$ cat config.mk
export PLATFORM = sky130hd
export DESIGN_NAME = dram_arbiter
export DESIGN_NICKNAME = d
export VERILOG_FILES = /design/src/rtl/dram_arb_pkg.sv /design/src/rtl/dram_arbiter.sv
export SDC_FILE = /design/constraint.sdc
export NUM_CORES = 1
export LEC_CHECK = 0
export BUFFER_PORTS_ARGS = -buffer_cell sky130_fd_sc_hd__buf_2
export CAP_MARGIN = 20
export CELL_PAD_IN_SITES_DETAIL_PLACEMENT = 1
export CELL_PAD_IN_SITES_GLOBAL_PLACEMENT = 1
export CORE_MARGIN = 2
export CORE_UTILIZATION = 23
export CTS_CLUSTER_SIZE = 24
export DETAILED_ROUTE_END_ITERATION = 12
export GPL_TIMING_DRIVEN = 1
export PLACE_DENSITY_LB_ADDON = 0.1
export SLEW_MARGIN = 30
export SYNTH_ARGS = -nofsm -noshare
export SYNTH_HDL_FRONTEND = slang
export SYNTH_SLANG_ARGS = --single-unit
$ cat constraint.sdc
create_clock -name clk -period 1.8 [get_ports clk]
set_input_delay 0.09 -clock clk [delete_from_list [all_inputs] [get_ports clk]]
set_output_delay 0.09 -clock clk [all_outputs]
set_load 0.05 [all_outputs]
$ cat src/rtl/dram_arb_pkg.sv
// rtl/dram_arb_pkg.sv - shared types and lane-merge helper for the DRAM arbiter
package dram_arb_pkg;

  typedef enum logic [1:0] {
    ST_IDLE   = 2'd0,
    ST_ACCESS = 2'd1,
    ST_MERGE  = 2'd2
  } state_t;

  typedef logic master_id_t;

  localparam master_id_t MID_M0 = 1'b0;
  localparam master_id_t MID_M1 = 1'b1;

  // Byte lane i comes from the new data when its enable is set, else from the old word.
  function automatic logic [31:0] lane_merge(input logic [31:0] wdata,
                                             input logic [3:0]  be,
                                             input logic [31:0] old);
    logic [31:0] r;
    for (int i = 0; i < 4; i++) begin
      r[8*i +: 8] = be[i] ? wdata[8*i +: 8] : old[8*i +: 8];
    end
    return r;
  endfunction

endpackage

$ cat src/rtl/dram_arbiter.sv
// rtl/dram_arbiter.sv - two-master round-robin arbiter in front of a single-cycle data RAM
module dram_arbiter
  import dram_arb_pkg::*;
#(
  parameter int ADDR_W = 32,
  parameter int DATA_W = 32
) (
  input  logic              clk,
  input  logic              reset_n,
  input  logic [ADDR_W-1:0] m0_address,
  input  logic              m0_read,
  input  logic              m0_write,
  input  logic [3:0]        m0_byteenable,
  input  logic [DATA_W-1:0] m0_writedata,
  output logic              m0_waitrequest,
  output logic [DATA_W-1:0] m0_readdata,
  input  logic [ADDR_W-1:0] m1_address,
  input  logic              m1_read,
  input  logic              m1_write,
  input  logic [3:0]        m1_byteenable,
  input  logic [DATA_W-1:0] m1_writedata,
  output logic              m1_waitrequest,
  output logic [DATA_W-1:0] m1_readdata,
  output logic [ADDR_W-1:0] mem_address,
  output logic              mem_read,
  output logic              mem_write,
  output logic [DATA_W-1:0] mem_writedata,
  input  logic [DATA_W-1:0] mem_readdata
);

  state_t            r_state, w_state_nxt;
  master_id_t        r_last_grant, w_grant_nxt;
  logic [DATA_W-1:0] r_merge;

  logic              w_req0, w_req1, w_g_req, w_other_req;
  logic [ADDR_W-3:0] w_g_word;
  logic              w_g_read, w_g_write;
  logic [3:0]        w_g_be;
  logic [DATA_W-1:0] w_g_wdata;
  logic              w_g_partial, w_g_full;
  logic              w_load_merge, w_done, w_serve, w_rd_return;
  logic              w_unused_addr_lsbs;

  logic              w_mem_read, w_mem_write;
  logic [ADDR_W-1:0] w_mem_address;
  logic [DATA_W-1:0] w_mem_wdata;
  logic              w_wait0, w_wait1;
  logic [DATA_W-1:0] w_rdata0, w_rdata1;

  assign w_req0 = m0_read | m0_write;
  assign w_req1 = m1_read | m1_write;

  // Granted master's controls are sampled live; masters hold them until served.
  assign w_g_word    = (r_last_grant == MID_M1) ? m1_address[ADDR_W-1:2] : m0_address[ADDR_W-1:2];
  assign w_g_read    = (r_last_grant == MID_M1) ? m1_read       : m0_read;
  assign w_g_write   = (r_last_grant == MID_M1) ? m1_write      : m0_write;
  assign w_g_be      = (r_last_grant == MID_M1) ? m1_byteenable : m0_byteenable;
  assign w_g_wdata   = (r_last_grant == MID_M1) ? m1_writedata  : m0_writedata;
  assign w_g_req     = w_g_read | w_g_write;
  assign w_other_req = (r_last_grant == MID_M1) ? w_req0 : w_req1;
  assign w_g_full    = (w_g_be == 4'hF);
  assign w_g_partial = (w_g_be != 4'hF) && (w_g_be != 4'h0);

  assign w_unused_addr_lsbs = ^{m0_address[1:0], m1_address[1:0]};

  always_ff @(posedge clk) begin
    if (!reset_n) begin
      r_state      <= ST_IDLE;
      r_last_grant <= MID_M1;
      r_merge      <= '0;
    end else begin
      r_state      <= w_state_nxt;
      r_last_grant <= w_grant_nxt;
      if (w_load_merge) begin
        r_merge <= mem_readdata;
      end
    end
  end

  always_comb begin
    w_state_nxt   = r_state;
    w_grant_nxt   = r_last_grant;
    w_load_merge  = 1'b0;
    w_done        = 1'b0;
    w_serve       = 1'b0;
    w_rd_return   = 1'b0;
    w_mem_read    = 1'b0;
    w_mem_write   = 1'b0;
    w_mem_address = '0;
    w_mem_wdata   = '0;
    w_wait0       = w_req0;
    w_wait1       = w_req1;
    w_rdata0      = '0;
    w_rdata1      = '0;

    case (r_state)
      ST_IDLE: begin
        if (w_req0 && w_req1) begin
          w_grant_nxt = ~r_last_grant;
          w_state_nxt = ST_ACCESS;
        end else if (w_req0) begin
          w_grant_nxt = MID_M0;
          w_state_nxt = ST_ACCESS;
        end else if (w_req1) begin
          w_grant_nxt = MID_M1;
          w_state_nxt = ST_ACCESS;
        end
      end
      ST_ACCESS: begin
        if (!w_g_req) begin
          w_done = 1'b1;
        end else if (w_g_write && w_g_partial) begin
          w_mem_read    = 1'b1;
          w_mem_address = {w_g_word, 2'b00};
          w_load_merge  = 1'b1;
          w_state_nxt   = ST_MERGE;
        end else if (w_g_write) begin
          w_mem_write   = w_g_full;
          w_mem_address = w_g_full ? {w_g_word, 2'b00} : '0;
          w_mem_wdata   = w_g_full ? w_g_wdata : '0;
          w_serve       = 1'b1;
          w_done        = 1'b1;
        end else begin
          w_mem_read    = 1'b1;
          w_mem_address = {w_g_word, 2'b00};
          w_serve       = 1'b1;
          w_rd_return   = 1'b1;
          w_done        = 1'b1;
        end
      end
      ST_MERGE: begin
        if (w_g_req) begin
          w_mem_write   = 1'b1;
          w_mem_address = {w_g_word, 2'b00};
          w_mem_wdata   = lane_merge(w_g_wdata, w_g_be, r_merge);
          w_serve       = 1'b1;
        end
        w_done = 1'b1;
      end
      default: w_state_nxt = ST_IDLE;
    endcase

    if (w_serve) begin
      if (r_last_grant == MID_M1) w_wait1 = 1'b0;
      else                        w_wait0 = 1'b0;
    end
    if (w_rd_return) begin
      if (r_last_grant == MID_M1) w_rdata1 = mem_readdata;
      else                        w_rdata0 = mem_readdata;
    end

    // Chain straight into the next grant, favouring the other master.
    if (w_done) begin
      if (w_other_req) begin
        w_grant_nxt = ~r_last_grant;
        w_state_nxt = ST_ACCESS;
      end else if (w_g_req) begin
        w_state_nxt = ST_ACCESS;
      end else begin
        w_state_nxt = ST_IDLE;
      end
    end
  end

  // Outputs are forced quiet while reset is asserted so an aborted merge never commits.
  assign mem_read       = reset_n & w_mem_read;
  assign mem_write      = reset_n & w_mem_write;
  assign mem_address    = reset_n ? w_mem_address : '0;
  assign mem_writedata  = reset_n ? w_mem_wdata : '0;
  assign m0_waitrequest = reset_n & w_wait0;
  assign m1_waitrequest = reset_n & w_wait1;
  assign m0_readdata    = reset_n ? w_rdata0 : '0;
  assign m1_readdata    = reset_n ? w_rdata1 : '0;

endmodule

After elaboration in Yosys (flattened, before gate mapping)
Cells that the tools add are included.
{"block": "op_classes", "addsub": 0, "multipliers": 0, "n_div": 0, "order_cmp": 0, "n_eq_ne": 8, "shift": 0, "mux": 69, "bitwise": 8, "reduce_logical": 6}
{"operator": "two-way mux 32 bit", "n": 19}
{"operator": "case mux 32 bit (2 select lines)", "n": 2}
{"operator": "two-way mux 1 bit", "n": 32}
{"operator": "two-way mux 8 bit", "n": 4}
{"operator": "two-way mux 30 bit", "n": 1}
{"operator": "two-way mux 2 bit", "n": 6}
{"operator": "!= test 3 bit (second input constant)", "n": 2}
{"operator": "case mux 1 bit (2 select lines)", "n": 3}
{"operator": "case mux 2 bit (3 select lines)", "n": 1}
{"operator": "!= test 5 bit (second input constant)", "n": 1}
{"operator": "bitwise AND 1 bit", "n": 4}
{"operator": "equality test 4 bit (second input constant)", "n": 1}
{"operator": "two-way mux 4 bit", "n": 1}
{"operator": "!= test 4 bit (second input constant)", "n": 1}
{"operator": "AND reduction 4 bit", "n": 1}
{"operator": "nonzero test 4 bit", "n": 1}
{"operator": "logical AND 1 bit", "n": 3}
{"operator": "bitwise OR 1 bit", "n": 3}
{"operator": "equality test 2 x 1 -> 1 bit (second input constant)", "n": 1}
{"operator": "equality test 2 bit (second input constant)", "n": 1}
{"operator": "zero test 2 bit", "n": 1}
{"operator": "!= test 2 bit (second input constant)", "n": 1}
{"operator": "inverter 1 bit", "n": 1}
{"block": "word_totals", "register_bits": 35, "latch_bits": 0, "ramBits": 0, "rom_bits": 0, "in_bits": 174, "out_inout_bits": 132, "wordCells": 94, "memories": 0}

Depth between registers and ports, before layout
Gate-level depths: netlist of the first run.
{"block": "depth", "ltp_word": 9, "depth_mapped": 8}

Worst setup path after synthesis of the first run
OpenSTA, ideal clock, no wires.
{"block": "synth_timing", "path_kind": "reg2out", "startpoint": "register r_last_grant", "endpoint": "output mem_read", "arrival_ns": 2.279, "required_ns": 1.710, "setup_slack_ns": -0.569, "path_stages_with_launch": 6, "n_path_buf": 1, "cell_sequence": "dfxtp_1 buf_6 mux2_2 nor3_1 nor2_1 a211oi_1"}
{"block": "synth_between", "elab_chain_cells": 8, "elab_cells_between_ends": 13, "classes_between": "1 x eq/ne; 7 x mux; 2 x bitwise; 3 x reduce/logical"}
{"item": "from (decl)", "line_no": "dram_arbiter.sv:32", "rtl": "master_id_t r_last_grant, w_grant_nxt;"}
{"item": "from (signal assigned)", "line_no": "dram_arbiter.sv:73", "rtl": "r_last_grant <= w_grant_nxt;"}
{"item": "two-way mux 4 bit", "line_no": "dram_arbiter.sv:57", "rtl": "assign w_g_be = (r_last_grant == MID_M1) ? m1_byteenable : m0_byteenable;"}
{"item": "!= test 4 bit / nonzero test 4 bit (equally long branches)", "line_no": "dram_arbiter.sv:62", "rtl": "assign w_g_partial = (w_g_be != 4'hF) && (w_g_be != 4'h0);"}
{"item": "logical AND 1 bit", "line_no": "dram_arbiter.sv:62"}
{"item": "logical AND 1 bit", "line_no": "dram_arbiter.sv:112", "rtl": "end else if (w_g_write && w_g_partial) begin"}
{"item": "two-way mux 1 bit", "line_no": "dram_arbiter.sv:112"}
{"item": "two-way mux 1 bit (*)", "line_no": "dram_arbiter.sv:110", "rtl": "if (!w_g_req) begin"}
{"item": "two-way mux 1 bit (*)", "line_no": "dram_arbiter.sv:96", "rtl": "case (r_state)"}
{"item": "bitwise AND 1 bit (*)", "line_no": "dram_arbiter.sv:166", "rtl": "assign mem_read = reset_n & w_mem_read;"}
{"item": "to (decl)", "line_no": "dram_arbiter.sv:25", "rtl": "output logic mem_read,"}
Every way passes the cells marked *; elsewhere a longest branch is shown, timed or not.

Worst setup path after layout of the first run
{"block": "layout_timing", "startpoint": "register r_last_grant", "endpoint": "output mem_writedata[4]"}
{"block": "layout_between", "elab_chain_cells": 8, "elab_cells_between_ends": 18, "classes_between": "2 x eq/ne; 12 x mux; 1 x bitwise; 3 x reduce/logical"}
{"item": "two-way mux 4 bit", "line_no": "dram_arbiter.sv:57"}
{"item": "equality test 4 bit, or another cell as far along", "line_no": "dram_arbiter.sv:61", "rtl": "assign w_g_full = (w_g_be == 4'hF);"}
{"item": "two-way mux 32 bit / logical AND 1 bit (equally long branches)", "line_no": "dram_arbiter.sv:120, dram_arbiter.sv:62"}
{"item": "two-way mux 32 bit / logical AND 1 bit (equally long branches)", "line_no": "dram_arbiter.sv:117, dram_arbiter.sv:112"}
{"item": "two-way mux 32 bit", "line_no": "dram_arbiter.sv:112"}
{"item": "two-way mux 32 bit", "line_no": "dram_arbiter.sv:110"}
{"item": "case mux 32 bit (2 select lines) (*)", "line_no": "dram_arbiter.sv:96"}
{"item": "two-way mux 32 bit (*)", "line_no": "dram_arbiter.sv:169", "rtl": "assign mem_writedata = reset_n ? w_mem_wdata : '0;"}
{"item": "to (decl)", "line_no": "dram_arbiter.sv:27", "rtl": "output logic [DATA_W-1:0] mem_writedata,"}
Marked as above.

==> results of run 1 <==
through the flow:
stage          area (sq um)  TNS [ns]  utilization  setup slack [ns]  std cells
5_1_grt                8400    -62.63        0.578            -0.572        979
6_report               8400    -50.12        0.578            -0.482        979
3_5_place_dp           6130    -41.85        0.422            -0.503        927
2_1_floorplan          4140     -8.26            -            -0.146        426
4_1_cts                7950    -46.93        0.547            -0.457        965
3_3_place_gp           6130    -37.86        0.422            -0.446        927
critical path, cell delays in order (launching register included):
cell and delay (ns):
dfxtp_4 0.38, and4b_2 0.38, o2111ai_4 0.17, buf_6 0.18
a21oi_4 0.29, buf_4 0.17, a22oi_2 0.06, nor2_4 0.10
buf_6 0.16
sequential cells by signal, indices dropped and copies added, names as in the netlist:
signal        flops
r_last_grant      1
r_state           2
r_merge          32
power by group through the flow:
stage | Sequential, mW | Clock [mW] | Combinational (mW)
global route | 1.05 | 0.920 | 5.50
CTS | 1.04 | 0.890 | 4.78
floorplan | 0.965 | 0 | 2.84
finish | 1.04 | 0.874 | 5.22
global placement | 1.03 | 0 | 3.80
detailed placement | 1.04 | 0 | 3.88
routing by layer:
| metal | up-vias | wire [um] | track usage |
|---|---|---|---|
| met5 | - | 0 | 0 |
| met4 | 0 | 410 | 0.0737 |
| met3 | 25 | 1190 | 0.0544 |
| met2 | 207 | 11100 | 0.459 |
| met1 | 2260 | 7180 | 0.237 |
| li1 | 2220 | - | - |
cell usage in the layout (no fill, tap or decap), drive strengths merged, types with 2 or more instances in the layout:
cell type / instances
a211oi: 2
a21oi: 9
a22oi: 33
a31oi: 2
and2: 65
buf: 388
clkbuf: 11
conb: 2
dfxtp: 35
diode: 3
ha: 4
inv: 4
mux2: 34
mux2i: 66
nand2: 5
nand3: 2
nor2: 66
nor2b: 35
nor3: 3
nor4b: 2
o211ai: 2
o21ai: 2
final timing paths:
path / startpoint / to / slack (ns) / depth (start not counted)
max: r_last_grant / mem_writedata[4] / -0.48 / 8
min reg2reg: r_merge[24] / r_merge[24] / 0.53 / 2
max reg2reg: r_last_grant / r_last_grant / -0.43 / 7
min: mem_readdata[11] / r_merge[11] / 0.11 / 3
timing repair:
item                                    in CTS  in global routing
gates cloned                                 7                  5
setup buffers                               23                  9
gates resized for setup                    382                100
pin swaps                                   29                 61
endpoints found under the setup margin     165                165
logic make-up after synthesis:
logic type,Yosys count,synth area share
simple gates,190,0.301
other cells,1,0.00110
flops,35,0.205
fa+ha+maj,4,0.0147
buf+inv,38,0.0524
mux,100,0.306
compound gates,57,0.120
final cells by class:
| cell class | count | area [sq um] |
|---|---|---|
| multi-input cells | 353 | 3610 |
| clock inverters | 2 | 11.3 |
| clock buffers | 6 | 129 |
| diodes | 3 | 7.51 |
| repair buffers | 393 | 3690 |
| fillers | 1599 | 6130 |
| well taps | 184 | 230 |
| inverters | 3 | 11.3 |
| flip-flops and latches | 35 | 707 |
==> flow_metrics.tcl, run 1 <==
set metrics [dict create \
    start_util 0.235 \
    cts_max_path_buffers 2 \
    grtUsageTotal 0.232 \
    grt-ovfl-total 0 \
    power_frac_seq 0.146 \
    worstPathMaxFanout 10 \
    switchingPower_mw 3.26 \
    gp_congestion 0.786 \
    synthTopCellsByCount "mux2i_1, nor2_1, and2_1" \
    synth_area_per_cell_sq_um 8.03 \
    status "finished, violations left" \
    cts-root-buf "clkbuf_16" \
    maxCapViolCount 0 \
    row_count 44 \
    vdd.ir_drop.worst_uv 443 \
    port_buffers 299 \
    combPwrFrac 0.732 \
    die_h_um 126 \
    grt_pass1_vias 5269 \
    syn_inst 425 \
    ios 306 \
    clkLatencyLatePin_ns 0.28 \
    syn_area_sq_um 3410 \
    viasPerCell 4.81 \
    leakage_nw 3.63 \
    core_area_sq_um 14500 \
    drc_errors 0 \
    seq_area_frac_synth 0.205 \
    cp.arrival_ns 2.19 \
    grt_setup_unrepaired "yes" \
    drive_gt1_frac 0.799 \
    synth_top_area_share 0.205 \
    drtIter0Drc 103 \
    cts_buffers 5 \
    holdBufCountCts 0 \
    nets 969 \
    power_density_nw_per_um2 849 \
    internal_power_mw 3.87 \
    cp-start-kind "flip-flop" \
    synthFlopType "dfxtp_1" \
    via_count 4712 \
    synthTopCellsByArea "dfxtp_1, mux2i_1, and2_1" \
    grt_pass1_wl_mm 29.0 \
    clock_skew_ns 0.00625 \
    cp-end-kind "primary output" \
    clock-sinks 35 \
    maxSlewViolCount 0 \
    grt_max_degree 42 \
    fin_crit_ns 2.28 \
    wirelength_mm 19.9 \
    clkTransAtPathRegs_ns 0.06 \
    hp-class "input port to flip-flop" \
    cts_tree "built" \
    synthArstFlopShare 0 \
    yosys_warnings 0 \
    routedWlPerCell_um 20.3 \
    yosysTopAreaCell "dfxtp_1" \
    power_mw 7.13 \
    setup_viol 165 \
    hpwl_mm 13.3 \
    power_frac_clock 0.123 \
    synth_seq_cells 35 \
    layout_setup_ws_ns -0.482 \
    synth_enable_flop_cells 0 \
    antenna_found_initial 3 \
    syn2layout_area_growth_pct 146 \
    period_share 1.27 \
    hold_viol_final 0 \
    htreeDepth 2 \
    violations "setup timing" \
    postRouteAntennaNets 0 \
    ys_types 43 \
    crit_type "flip-flop to primary output" \
    first_pass_iters 4 \
    cp.required_ns 1.71 \
    swShare 0.457 \
    whs_ns 0.105 \
    max_freq_ghz 0.438 \
    die_w_um 126 \
    die_area_sq_um 15800 \
]
No activity file was read; power rests on OpenSTA's default activity.
==> run 2: changes to the inputs <==
HOLD_SLACK_MARGIN = 0.15   (was not set)
==> run 2 against run 1 <==
The flow still finishes with violations (setup timing). Power fell by 0.27%. Global-route usage rose by 0.87 points. Via count rose by 2.1%. Critical path type unchanged.
==> flow_metrics.tcl, run 2 (same netlist as run 1, synthesis figures left out) <==
set metrics [dict create \
    antenna_found_initial 0 \
    grt_pass1_vias 5512 \
    postRouteAntennaNets 0 \
    leakage_nw 3.72 \
    layout_commonest_cell "buf_2" \
    clock_skew_ns 0.00696 \
    drive_gt1_frac 0.766 \
    nets 999 \
    vdd.ir_drop.worst_uv 486 \
    power_density_nw_per_um2 830 \
    first_pass_iters 4 \
    start_util 0.235 \
    die_area_sq_um 15800 \
    hp-class "input port to flip-flop" \
    multiInputGateArea_sq_um 3590 \
    largest_register_ffs 32 \
    regArea_sq_um 707 \
    grt_pass1_wl_mm 30.2 \
    maxCapViolCount 0 \
    grt_setup_unrepaired "yes" \
    port_buffers 299 \
    viasPerCell 4.78 \
    dp_slack_ns -0.503 \
    diodes 0 \
    die_w_um 126 \
    grt-ovfl-total 0 \
    fillCellCount 1604 \
    ios 306 \
    routedWlPerCell_um 20.2 \
    cp_common_cell "buf_4" \
    hold_viol_final 0 \
    cts_tree "built" \
    hpwl_mm 13.3 \
    die_h_um 126 \
    worstPathMaxFanout 10 \
    setup_viol 165 \
    final_cell_mix "buf_2, buf_6, buf_8" \
    clkLatencyLatePin_ns 0.28 \
    layout_setup_ws_ns -0.486 \
    tns_ns -49.75 \
    syn2layout_area_growth_pct 151 \
    row_count 44 \
    clock-sinks 35 \
    cp-end-kind "primary output" \
    wirelength_mm 20.3 \
    crit_type "flip-flop to primary output" \
    fin_crit_ns 2.29 \
    violations "setup timing" \
    clkTransAtPathRegs_ns 0.06 \
    grt_max_degree 42 \
    gp_congestion 0.786 \
    core_area_sq_um 14500 \
    worst_path_max_delay_cell "or3b_4" \
    maxSlewViolCount 0 \
    grtUsageTotal 0.240 \
    htreeDepth 2 \
    status "finished, violations left" \
    via_count 4810 \
    top_register "r_merge" \
    cts_buffers 5 \
    cp.arrival_ns 2.20 \
    cts_max_path_buffers 2 \
    period_share 1.27 \
    drtIter0Drc 104 \
    drc_errors 0 \
    max_stage_delay_ns 0.41 \
    max_freq_ghz 0.438 \
    cts-root-buf "clkbuf_16" \
    crit_chain "or3b_4, o211ai_1, buf_4, buf_4, a21oi_4, buf_4, a22oi_2, nor2_4, buf_6" \
    reg.largest.list "r_merge: 32 flops, r_state: 2 flops, r_last_grant: 1 flops" \
    cp.required_ns 1.71 \
    cp-start-kind "flip-flop" \
]
run 2: cell types whose count changed in the layout (fill, tap and decap cells not counted), moves of 3 or more:
cell           previous run  this run
buf_8                    78        66
dlygate4sd3_1             0        30
and2_4                   64        53
buf_4                    58        63
clkbuf_16                10         7
buf_6                    66        75
diode_2                   3         0
and2_2                    0        11
run 2: metal layers:
metal / vias up / share of wire / GRT usage
li1: 2273 / - / -
met3: 26 / 0.063 / 0.0582
met2: 218 / 0.56 / 0.485
met4: 0 / 0.022 / 0.0627
met5: - / 0 / 0
met1: 2293 / 0.35 / 0.244
run 2: power by group:
| part | total [mW] | internal, mW | switching [mW] |
|---|---|---|---|
| logic | 5.21 | 2.45 | 2.76 |
| clock network | 0.868 | 0.513 | 0.356 |
| registers | 1.03 | 0.911 | 0.123 |
| total | 7.12 | 3.88 | 3.24 |
run 2: layout make-up:
class	instances	share of cell area
timing repair buffer	423	0.454
multi-input combinational	353	0.419
sequential	35	0.0824
tap	184	0.0268
clock buffer	6	0.0150
clock inverter	2	0.00131
inverter	3	0.00131
run 2: final timing paths:
check / slack [ns] / cells after the start / endpoint / from
worst max-delay path: -0.49 / 9 / mem_writedata[6] / r_last_grant
worst min-delay path: 0.16 / 3 / r_merge[30] / mem_readdata[30]
worst min register to register: 0.53 / 2 / r_merge[5] / r_merge[5]
worst max register to register: -0.43 / 7 / r_last_grant / r_last_grant
run 2: critical path: cells and delay by family (launching register included):
family	cells	cell delay (ns)
AO/OA/AOI/OAI	3	0.40
buffers and inverters	4	0.64
flip-flops	1	0.40
AND/OR/NAND/NOR	2	0.47
run 2: stage by stage:
step	hold slack [ns]	std cells	cell area, sq um	utilization	power (mW)
3_5_place_dp	0.397	927	6130	0.422	4.92
2_1_floorplan	0.259	426	4140	-	3.81
6_report	0.158	1006	8570	0.590	7.12
5_1_grt	0.187	1006	8570	0.590	7.46
3_3_place_gp	0.379	927	6130	0.422	4.83
4_1_cts	0.160	995	8250	0.567	6.76
run 2: repair_timing:
item,4_1_cts,5_1_grt
hold endpoints to repair,30,0
pin swaps,29,43
resized for setup,382,71
cloned,7,2
hold buffers,30,0
setup endpoints to repair,165,165
buffers inserted,23,12
==> run 3: changes to the inputs <==
CORE_AREA = 2 2 119 121   (was not set)
CORE_MARGIN = not set   (was 2)
CORE_UTILIZATION = not set   (was 23)
DIE_AREA = 0 0 121 123   (was not set)
clock period = 2.7 ns   (was 1.8 ns; I/O delays follow)
==> run 3 against run 2 <==
The flow now finishes without violations. Sequential power fell by 34%. Core utilization fell by 20 points. Non-clock buffer count fell by 104. Sequential share of layout area rose by 5.0 points. Critical path type unchanged.
==> flow_metrics.tcl, run 3 (same netlist as run 1, synthesis figures left out) <==
set metrics [dict create \
    reg2reg_to "r_state[0]" \
    power_frac_seq 0.209 \
    r2r_slack_ns 0.49 \
    leakage_nw 2.81 \
    crit_type "flip-flop to primary output" \
    place_inst 885 \
    cp.arrival_ns 2.40 \
    top_register "r_merge" \
    max_slew_margin 0.603 \
    combPwrFrac 0.622 \
    switchingPower_mw 1.48 \
    final_cell_mix "buf_2, nor2_1, mux2i_1" \
    cts_tree "built" \
    cts-root-buf "clkbuf_16" \
    clkLatencyLatePin_ns 0.27 \
    syn2layout_area_growth_pct 56.3 \
    grt-ovfl-total 0 \
    start_util 0.251 \
    grt_setup_unrepaired "no" \
    grt_pass1_vias 4305 \
    reg.largest.list "r_merge: 32 flops, r_state: 2 flops, r_last_grant: 1 flops" \
    final_cells 900 \
    period_share 0.938 \
    power_density_nw_per_um2 610 \
    clock_skew_ns 0.00196 \
    r2r-start "r_last_grant" \
    cp.required_ns 2.57 \
    power_frac_clock 0.169 \
    cts_max_path_buffers 2 \
    core_area_sq_um 13600 \
    swShare 0.456 \
    worst_slew_pin_slew_ns 0.593 \
    maxCapViolCount 0 \
    regArea_sq_um 704 \
    rr_worst_depth 5 \
    antenna_found_initial 1 \
    worstPathMaxFanout 14 \
    nets 895 \
    cts_buffers 5 \
    cp-start-kind "flip-flop" \
    row_count 43 \
    layout_commonest_cell "buf_2" \
    setup_viol 0 \
    drtIter0Drc 117 \
    via_count 4264 \
    clock-sinks 35 \
    largest_register_ffs 32 \
    gp_congestion 0.821 \
    routedWlPerCell_um 16.1 \
    tns_ns 0 \
    die_area_sq_um 14900 \
    postRouteAntennaNets 0 \
    final_util 0.392 \
    max_freq_ghz 0.395 \
    grt_pass1_wl_mm 21.9 \
    drive_gt1_frac 0.514 \
    fillCellCount 1750 \
    status "complete, no violations" \
    crit_path_end "m0_waitrequest" \
    viasPerCell 4.74 \
    drc_errors 0 \
    die_h_um 123 \
    grtUsageTotal 0.184 \
    port_buffers 299 \
    hpwl_mm 11.7 \
    ios 306 \
    multiInputGateArea_sq_um 2580 \
    clkTransAtPathRegs_ns 0.05 \
    internal_power_mw 1.77 \
    hp-class "input port to flip-flop" \
    cp-startpoint "r_last_grant" \
    cp-end-kind "primary output" \
    htreeDepth 2 \
    wirelength_mm 14.5 \
    first_pass_iters 4 \
    fin_crit_ns 2.53 \
    grt_max_degree 50 \
    hold_viol_final 0 \
    vdd.ir_drop.worst_uv 266 \
    die_w_um 121 \
    maxSlewViolCount 0 \
]
run 3: cell count changes in the layout (fill, tap and decap cells not counted), moves of 11 or more:
cell	previous run	this run
buf_2	169	298
buf_6	75	2
buf_8	66	0
and2_1	1	65
nor2_1	3	66
nor2_4	63	0
and2_4	53	0
buf_4	63	17
a22oi_1	1	33
a22oi_2	32	0
dlygate4sd3_1	30	1
buf_12	14	1
and2_2	11	0
run 3: worst min-delay path by stage:
stage / from / to / depth (start not counted)
2_1_floorplan: mem_readdata[0] / r_merge[0] / 2
3_3_place_gp: mem_readdata[28] / r_merge[28] / 3
3_5_place_dp: mem_readdata[2] / r_merge[2] / 3
4_1_cts: mem_readdata[28] / r_merge[28] / 3
5_1_grt: mem_readdata[21] / r_merge[21] / 3
6_report: mem_readdata[9] / r_merge[9] / 3
run 3: through the flow:
step	hold WS [ns]	setup slack, ns	total power [mW]	instance area, sq um
after floorplan	0.304	0.286	2.16	3420
after global placement	0.420	0.286	2.63	5110
after CTS	0.153	0.00320	3.26	5270
after global routing	0.173	0.0648	3.49	5330
after detailed placement	0.428	0.206	2.68	5110
final	0.152	0.168	3.25	5330
run 3: power by group through the flow:
stage               logic [mW]  clock network [mW]  registers, mW
floorplan                 1.52                   0          0.642
global placement          1.91                   0          0.715
detailed placement        1.96                   0          0.718
CTS                       1.97               0.572          0.709
global route              2.20               0.591          0.697
finish                    2.02               0.550          0.681
run 3: final cells by class:
type | instances | share of cell area
multi-input cells | 353 | 0.483
repair buffers | 319 | 0.313
flip-flops and latches | 35 | 0.132
well taps | 180 | 0.0422
clock buffers | 7 | 0.0249
inverters | 3 | 0.00211
clock inverters | 1 | 0.000939
diodes | 2 | 0.000939
run 3: timing repair:
item	CTS	global route
setup endpoints to repair	16	96
resized for setup	3	5
endpoints found under the hold margin	1	0
pin swaps	0	1
setup buffers	0	4
hold buffers	1	0
run 3: critical path, cell delays in order (launching register included):
cell and delay, ns:
dfxtp_4 0.44, and4b_1 0.26, or4b_1 0.52, a41o_1 0.37
a21oi_1 0.22, buf_2 0.30
run 3: per-layer routing:
metal	global-route usage	vias up	routed length, um
li1	-	2065	-
met1	0.202	2037	5390
met2	0.368	154	8020
met3	0.0314	8	975
met4	0.0363	0	133
met5	0	-	0
